--- src/rtl/conv1_buf_8b.sv ---
// 3x3 sliding-window line buffer for the conv1 stage: raster pixels in,
// registered row-major windows out for every fully populated position.
module conv1_buf_8b #(
   parameter int unsigned IMG_WIDTH  = 28,
   parameter int unsigned IMG_HEIGHT = 28,
   parameter int unsigned DATA_WIDTH = 8
) (
   input  logic                  clk,
   input  logic                  rst_n,
   input  logic                  valid_in,
   input  logic [DATA_WIDTH-1:0] pixel_in,
   output logic [DATA_WIDTH-1:0] pixel_0,
   output logic [DATA_WIDTH-1:0] pixel_1,
   output logic [DATA_WIDTH-1:0] pixel_2,
   output logic [DATA_WIDTH-1:0] pixel_3,
   output logic [DATA_WIDTH-1:0] pixel_4,
   output logic [DATA_WIDTH-1:0] pixel_5,
   output logic [DATA_WIDTH-1:0] pixel_6,
   output logic [DATA_WIDTH-1:0] pixel_7,
   output logic [DATA_WIDTH-1:0] pixel_8,
   output logic                  valid_out_buf,
   output logic                  frame_done
);

   localparam int unsigned COL_W    = $clog2(IMG_WIDTH);
   localparam int unsigned ROW_W    = $clog2(IMG_HEIGHT);
   // pixel_in acts as offset 0, so registered history covers offsets 1..2W+2
   localparam int unsigned SR_DEPTH = 2 * IMG_WIDTH + 2;
   localparam int unsigned W        = IMG_WIDTH;

   logic [COL_W-1:0]      col;
   logic [ROW_W-1:0]      row;
   logic [DATA_WIDTH-1:0] sr [SR_DEPTH];
   logic                  win_ok_c;
   logic                  last_c;

   assign win_ok_c = valid_in && (row >= ROW_W'(2)) && (col >= COL_W'(2));
   assign last_c   = (row == ROW_W'(IMG_HEIGHT - 1)) && (col == COL_W'(IMG_WIDTH - 1));

   // Raster position of the pixel being accepted
   always_ff @(posedge clk or negedge rst_n) begin
      if (!rst_n) begin
         col <= '0;
         row <= '0;
      end else if (valid_in) begin
         if (col == COL_W'(IMG_WIDTH - 1)) begin
            col <= '0;
            row <= last_c ? '0 : row + ROW_W'(1);
         end else begin
            col <= col + COL_W'(1);
         end
      end
   end

   always_ff @(posedge clk or negedge rst_n) begin
      if (!rst_n) begin
         for (int i = 0; i < int'(SR_DEPTH); i++) sr[i] <= '0;
      end else if (valid_in) begin
         sr[0] <= pixel_in;
         for (int i = 1; i < int'(SR_DEPTH); i++) sr[i] <= sr[i-1];
      end
   end

   // Window registers hold their last value between valid windows
   always_ff @(posedge clk or negedge rst_n) begin
      if (!rst_n) begin
         pixel_0       <= '0;
         pixel_1       <= '0;
         pixel_2       <= '0;
         pixel_3       <= '0;
         pixel_4       <= '0;
         pixel_5       <= '0;
         pixel_6       <= '0;
         pixel_7       <= '0;
         pixel_8       <= '0;
         valid_out_buf <= 1'b0;
         frame_done    <= 1'b0;
      end else begin
         valid_out_buf <= win_ok_c;
         frame_done    <= win_ok_c && last_c;
         if (win_ok_c) begin
            pixel_8 <= pixel_in;
            pixel_7 <= sr[0];
            pixel_6 <= sr[1];
            pixel_5 <= sr[W-1];
            pixel_4 <= sr[W];
            pixel_3 <= sr[W+1];
            pixel_2 <= sr[2*W-1];
            pixel_1 <= sr[2*W];
            pixel_0 <= sr[2*W+1];
         end
      end
   end

endmodule

--- config.mk ---
export PLATFORM = sky130hd
export DESIGN_NAME = conv1_buf_8b
export DESIGN_NICKNAME = d
export VERILOG_FILES = /design/src/rtl/conv1_buf_8b.sv
export SDC_FILE = /design/constraint.sdc
export NUM_CORES = 1
export LEC_CHECK = 0
export ABC_AREA = 1
export BUFFER_PORTS_ARGS = -buffer_cell sky130_fd_sc_hd__buf_2
export CORE_MARGIN = 8
export CORE_UTILIZATION = 39
export DETAILED_ROUTE_END_ITERATION = 8
export GPL_TIMING_DRIVEN = 0
export PLACE_DENSITY = 0.56
export SLEW_MARGIN = 20
export SYNTH_ARGS = -nofsm -noshare
export SYNTH_HDL_FRONTEND = slang
export SYNTH_SLANG_ARGS = --single-unit
--- constraint.sdc ---
create_clock -name clk -period 4 [get_ports clk]
set_input_delay 0.8 -clock clk [delete_from_list [all_inputs] [get_ports clk]]
set_output_delay 0.8 -clock clk [all_outputs]
set_load 0.01 [all_outputs]
==> metrics.txt, run 1 <==
crit path DAT=1.21 ns; Resized cells post-CTS=0; number of routed nets with antenna violations=0; Mean Syn Cell Area=8.89 sq um; fin crit share=0.502; die area=61,300 sq um; layout cells sized above 1=0.0977; NumNets Final=2,519; DR WL/cell=13.6 microns; YS warnings=0; Rel. slew slack=0.591; worst endpoint required time=3.20 ns; final worst path period need=2.01 ns; die height=248 microns; Inserted Clock Buffers=58; DR vias=14,980; register area share after synthesis=0.656; GR Util All Layers=0.147; postcts setup bufs=0; worst hold path type=input pin to async pin; gpl congestion=0.772; CP peak stage delay=0.44 ns; CP max-delay cell=dfrtp_1; Power Density=557 nW/um^2; top-area cell type share of the netlist area=0.656; core box area=53,400 sq um; most common cell in the netlist=nand2_1; max frequency=498 MHz; reg-to-reg startpoint=row[0]; Final Cell Area=24,200 sq um; terminus of the critical flop-to-flop path=pixel_5[3]; DRC Markers=0; synthesized instance count=2,354; utilization after layout=0.453; CP max FO=2; Clock Latency Late Sink=0.60 ns; Rows=85; Clk pin slew, worst setup/hold paths=0.06 ns; # port buffers=84; Clock Tree Buf Depth=3; Layout Cells excl Fill=3,244; setup total negative slack=0 ns; Least-Margin Pin Slew=0.613 ns; hold_buf cts=0; clock root buffer master=clkbuf_16; Final Max Slew Viols=0; Crit Path Class=flop to primary output; setup violators final=0; starting density of the core=0.392; Post-synth EDFFs=0; crit start category=flop; # diodes=0; RSZ-0062 raised after global routing=no; async set-reset flop share out of synthesis=1.00; top post-synthesis cells by count=nand2_1, dfrtp_1, nand4_1; first-pass GRT wire length=75.0 mm; Vias/cell=4.62; Synth area leaders=dfrtp_1, nand2_1, nand4_1; Max H-tree Level=2; I/O pin count=85; run status=finished, final reports clean; Synth cell types=19; die width=248 microns; Inst Count DP=3,140; Syn Nets=2,369; maximum vdd ir drop=257 uV; Max Cap Violations=0; largest net degree at the start of global routing=100; final WL=44.2 mm; clk sinks=548; initial antenna violation count=0; Iter 0 DRT Violations=1,090; critical path, cell by cell=buf_2; GRT overflow=0; Worst R2R Path Depth=7; Hold Fails Final Rpt=0; clock skew=0.0197 ns; drt first pass iters=7; CTS tree=yes; hold_ws=0.157 ns; Area growth, synth to finish=15.7%; Seq cells post-synth=548; vias in the first global route=14,764; Worst Path Buf+Inv=1; Cell Area, Placed=22,400 sq um; Top FF cell, synth=dfrtp_1; hpwl dp=30.0 mm; synthesized area=20,900 sq um; Top delay family on crit path=flip-flops; Leak=13.8 nW; leading area contributor after synthesis=dfrtp_1; Critical Path Sink Type=primary output; r2r setup slk=2.16 ns; Fillers=5,153
[flip-flops by register name (all words and copies together) (netlist names)]
name / count
sr: 464
pixel_0: 8
pixel_1: 8
pixel_2: 8
pixel_3: 8
pixel_4: 8
pixel_5: 8
pixel_6: 8
pixel_7: 8
pixel_8: 8
col: 5
row: 5
frame_done: 1
valid_out_buf: 1
[routing by layer]
metal  global-route usage  wire, microns  vias up  share of wire
li1                     -              -     7507              -
met1                0.206          21300     7167           0.48
met2                0.227          19300      224           0.44
met3               0.0320           2420       82          0.055
met4               0.0488           1180        0          0.027
met5                    0              0        -              0
[where the power goes]
part	leakage (nW)	internal, mW	total [mW]	switching (mW)
Sequential	7.48	6.19	6.61	0.415
Combinational	5.43	0.577	1.75	1.18
Clock	0.901	3.01	5.13	2.12
Total	13.8	9.78	13.5	3.71
[logic make-up after synthesis]
| logic type | Yosys count | share of synthesized area |
|---|---|---|
| and+or+nand+nor | 1628 | 0.303 |
| buffers and inverters | 153 | 0.0337 |
| xor gates and xnor gates | 1 | 0.000419 |
| AOI/OAI and AO/OA | 20 | 0.00478 |
| adders and majority gates | 4 | 0.00239 |
| DFF | 548 | 0.656 |
[through the flow]
step           total power [mW]  setup WS [ns]
3_3_place_gp               8.41          -9.06
3_5_place_dp               8.49           1.57
2_1_floorplan              7.69           2.42
4_1_cts                    13.7           1.92
5_1_grt                    14.2           1.93
6_report                   13.5           1.99
[layout by cell type, fill, tap and decap left out]
master,n
bufinv_16,2
nand3_4,1
clkinvlp_4,1
buf_8,1
nand3_1,6
nand2_1,1532
o21ai_0,17
buf_2,145
buf_16,6
inv_6,1
nand4_1,75
a21oi_1,3
inv_2,1
inv_1,18
xor2_1,1
clkbuf_1,82
nor2_4,1
buf_1,2
nor3b_1,1
clkbuf_16,59
clkinv_2,12
dfrtp_1,548
clkbuf_8,10
nor2_1,10
nand3_2,2
buf_6,7
ha_1,4
[worst max path at each step]
stage	start	to	slack, ns	cells past startpoint
floorplan	valid_in	sr[0]	2.42	5
global placement	rst_n	sr[340]	-9.06	1
detailed placement	valid_in	sr[1]	1.57	6
CTS	pixel_1[7]	pixel_1[7]	1.92	1
global route	pixel_5[5]	pixel_5[5]	1.93	1
finish	pixel_1[7]	pixel_1[7]	1.99	1
[layout make-up]
cell class / count / area [sq um] / share of cell area
flip-flops and latches: 548 / 13700 / 0.566
multi-input cells: 1653 / 6500 / 0.269
clock buffers: 88 / 1690 / 0.0696
well taps: 696 / 871 / 0.0360
plain buffers: 134 / 633 / 0.0262
repair buffers: 90 / 596 / 0.0246
clock inverters: 16 / 136 / 0.00563
inverters: 19 / 71.3 / 0.00295
Power figures use the tool's default switching activity.
==> run 2, diff against run 1 <==
--- a/config.mk
+++ b/config.mk
@@ -11,7 +11,7 @@
 export CORE_UTILIZATION = 39
 export DETAILED_ROUTE_END_ITERATION = 8
 export GPL_TIMING_DRIVEN = 0
-export PLACE_DENSITY = 0.56
+export PLACE_DENSITY = 0.58
 export SLEW_MARGIN = 20
 export SYNTH_ARGS = -nofsm -noshare
 export SYNTH_HDL_FRONTEND = slang
==> constraint.sdc (replaced) <==
create_clock -name clk -period 1.7 [get_ports clk]
set_input_delay 0.34 -clock clk [delete_from_list [all_inputs] [get_ports clk]]
set_output_delay 0.34 -clock clk [all_outputs]
set_load 0.01 [all_outputs]
==> metrics.txt, run 2 (same netlist as run 1, synthesis figures left out) <==
run status=complete, but fails checks; violated checks=negative hold slack; Clk pin slew, worst setup/hold paths=0.06 ns; Largest register FFs=464; DR WL/cell=13.7 microns; Top delay family on crit path=simple AND/OR/NAND/NOR gates; hold_buf cts=13; CP max FO=10; Inst Count DP=3,140; hold_ws=-0.170 ns; Worst Path Buf+Inv=1; DR vias=15,221; clk sinks=548; worst setup path startpoint=row[1]; maximum vdd ir drop=696 uV; fin crit share=0.962; # port buffers=84; reg-to-reg startpoint=row[1]; I/O pin count=85; die height=248 microns; CTS tree=yes; Final Max Slew Viols=0; CP max-delay cell=dfrtp_2; Power Density=1320 nW/um^2; RSZ-0062 raised after global routing=yes; CP peak stage delay=0.43 ns; Clock Tree Buf Depth=3; Least-Margin Pin Slew=0.600 ns; Place WS=-0.279 ns; clock skew=0.0117 ns; initial antenna violation count=1; NumNets Final=2,541; Vias/cell=4.65; gpl congestion=0.769; Critical Path Sink Type=flop; first-pass GRT wire length=76.7 mm; Layout Cells excl Fill=3,271; largest net degree at the start of global routing=100; die width=248 microns; number of routed nets with antenna violations=0; commonest non-fill, non-tap cell in the layout=nand2_1; clock root buffer master=clkbuf_16; commonest non-fill, non-tap cells in the layout=nand2_1, dfrtp_1, buf_2, nand4_1, clkbuf_1; # diodes=0; core box area=53,400 sq um; GR Util All Layers=0.151; GRT overflow=0; worst endpoint required time=2.18 ns; Crit Path Class=flop to flop; DRC Markers=0; Inserted Clock Buffers=57; Rel. slew slack=0.600; Final Cell Area=24,600 sq um; die area=61,300 sq um; Cell Area, Placed=22,400 sq um; final worst path period need=1.64 ns; worst hold path type=input pin to async pin; Leak=14.0 nW; max frequency=611 MHz; final WL=44.8 mm; starting density of the core=0.392; Max Cap Violations=0; critical path, cell by cell=ha_2 -> nor2_4 -> nand3_4 -> clkbuf_4 -> nand4_1 -> nand2_1; crit start category=flop; crit path DAT=2.12 ns; drt first pass iters=5; hpwl dp=29.8 mm; Setup WS post-layout=0.0646 ns; Clock Latency Late Sink=0.60 ns; Iter 0 DRT Violations=1,150; Power Total=32.4 mW; Hold Fails Final Rpt=172; Biggest register=sr; setup violators final=0; Max H-tree Level=2; vias in the first global route=15,235; Rows=85; Area growth, synth to finish=17.6%; layout cells sized above 1=0.114
[run 2: cell types whose count changed in the layout (fill, tap and decap cells not counted), sizes merged]
cell and change:
nand3 +2, clkinv +8, clkinvlp +1, buf +14, clkbuf -7, dlygate4sd3 +9
[run 2: worst min-delay path, stage by stage]
cell	delay, ns
buf_8	0.07
buf_12	0.10
buf_16	0.34
[run 2: final timing paths]
| path | endpoint | slack (ns) | depth (start not counted) |
|---|---|---|---|
| setup reg to reg | pixel_5[1] | 0.06 | 6 |
| setup / recovery | pixel_5[1] | 0.06 | 6 |
| hold reg to reg | pixel_1[4] | 0.46 | 2 |
| max in group asynchronous | sr[36] | 0.51 | 6 |
| hold / removal | sr[344] | -0.17 | 3 |
| min in group clk | valid_out_buf | 0.26 | 4 |
[run 2: area by class of cell]
cell class	count	area, sq um
Inverter	19	71.3
Clock buffer	83	1680
Timing Repair Buffer	111	826
Fill cell	5121	28800
Sequential cell	548	13700
Clock inverter	25	188
Multi-Input combinational cell	1655	6560
Buffer	134	699
Tap cell	696	871
[run 2: repair_timing]
item | in CTS | in global routing
gates resized for setup | 26 | 19
pin swaps | 7 | 3
setup buffers | 6 | 2
cloned | 2 | 0
hold endpoints to repair | 130 | 172
endpoints found under the setup margin | 74 | 71
[run 2: power breakdown]
part           leakage, nW  switching (mW)  internal, mW
clock                0.933            5.13          7.14
sequential            7.47           0.944          14.6
combinational         5.62            2.99          1.65
total                 14.0            9.06          23.4
[run 2: layer usage]
metal,GRT usage,wire length [microns]
met1,0.210,21500
met2,0.233,19700
met3,0.0330,2520
met4,0.0529,1080
met5,0,0
[run 2: through the flow]
| step | setup TNS (ns) | utilization |
|---|---|---|
| global route | -0.00351 | 0.461 |
| global placement | -5910.62 | 0.416 |
| floorplan | 0 | - |
| finish | 0 | 0.461 |
| detailed placement | -54.11 | 0.419 |
| CTS | -0.00942 | 0.460 |
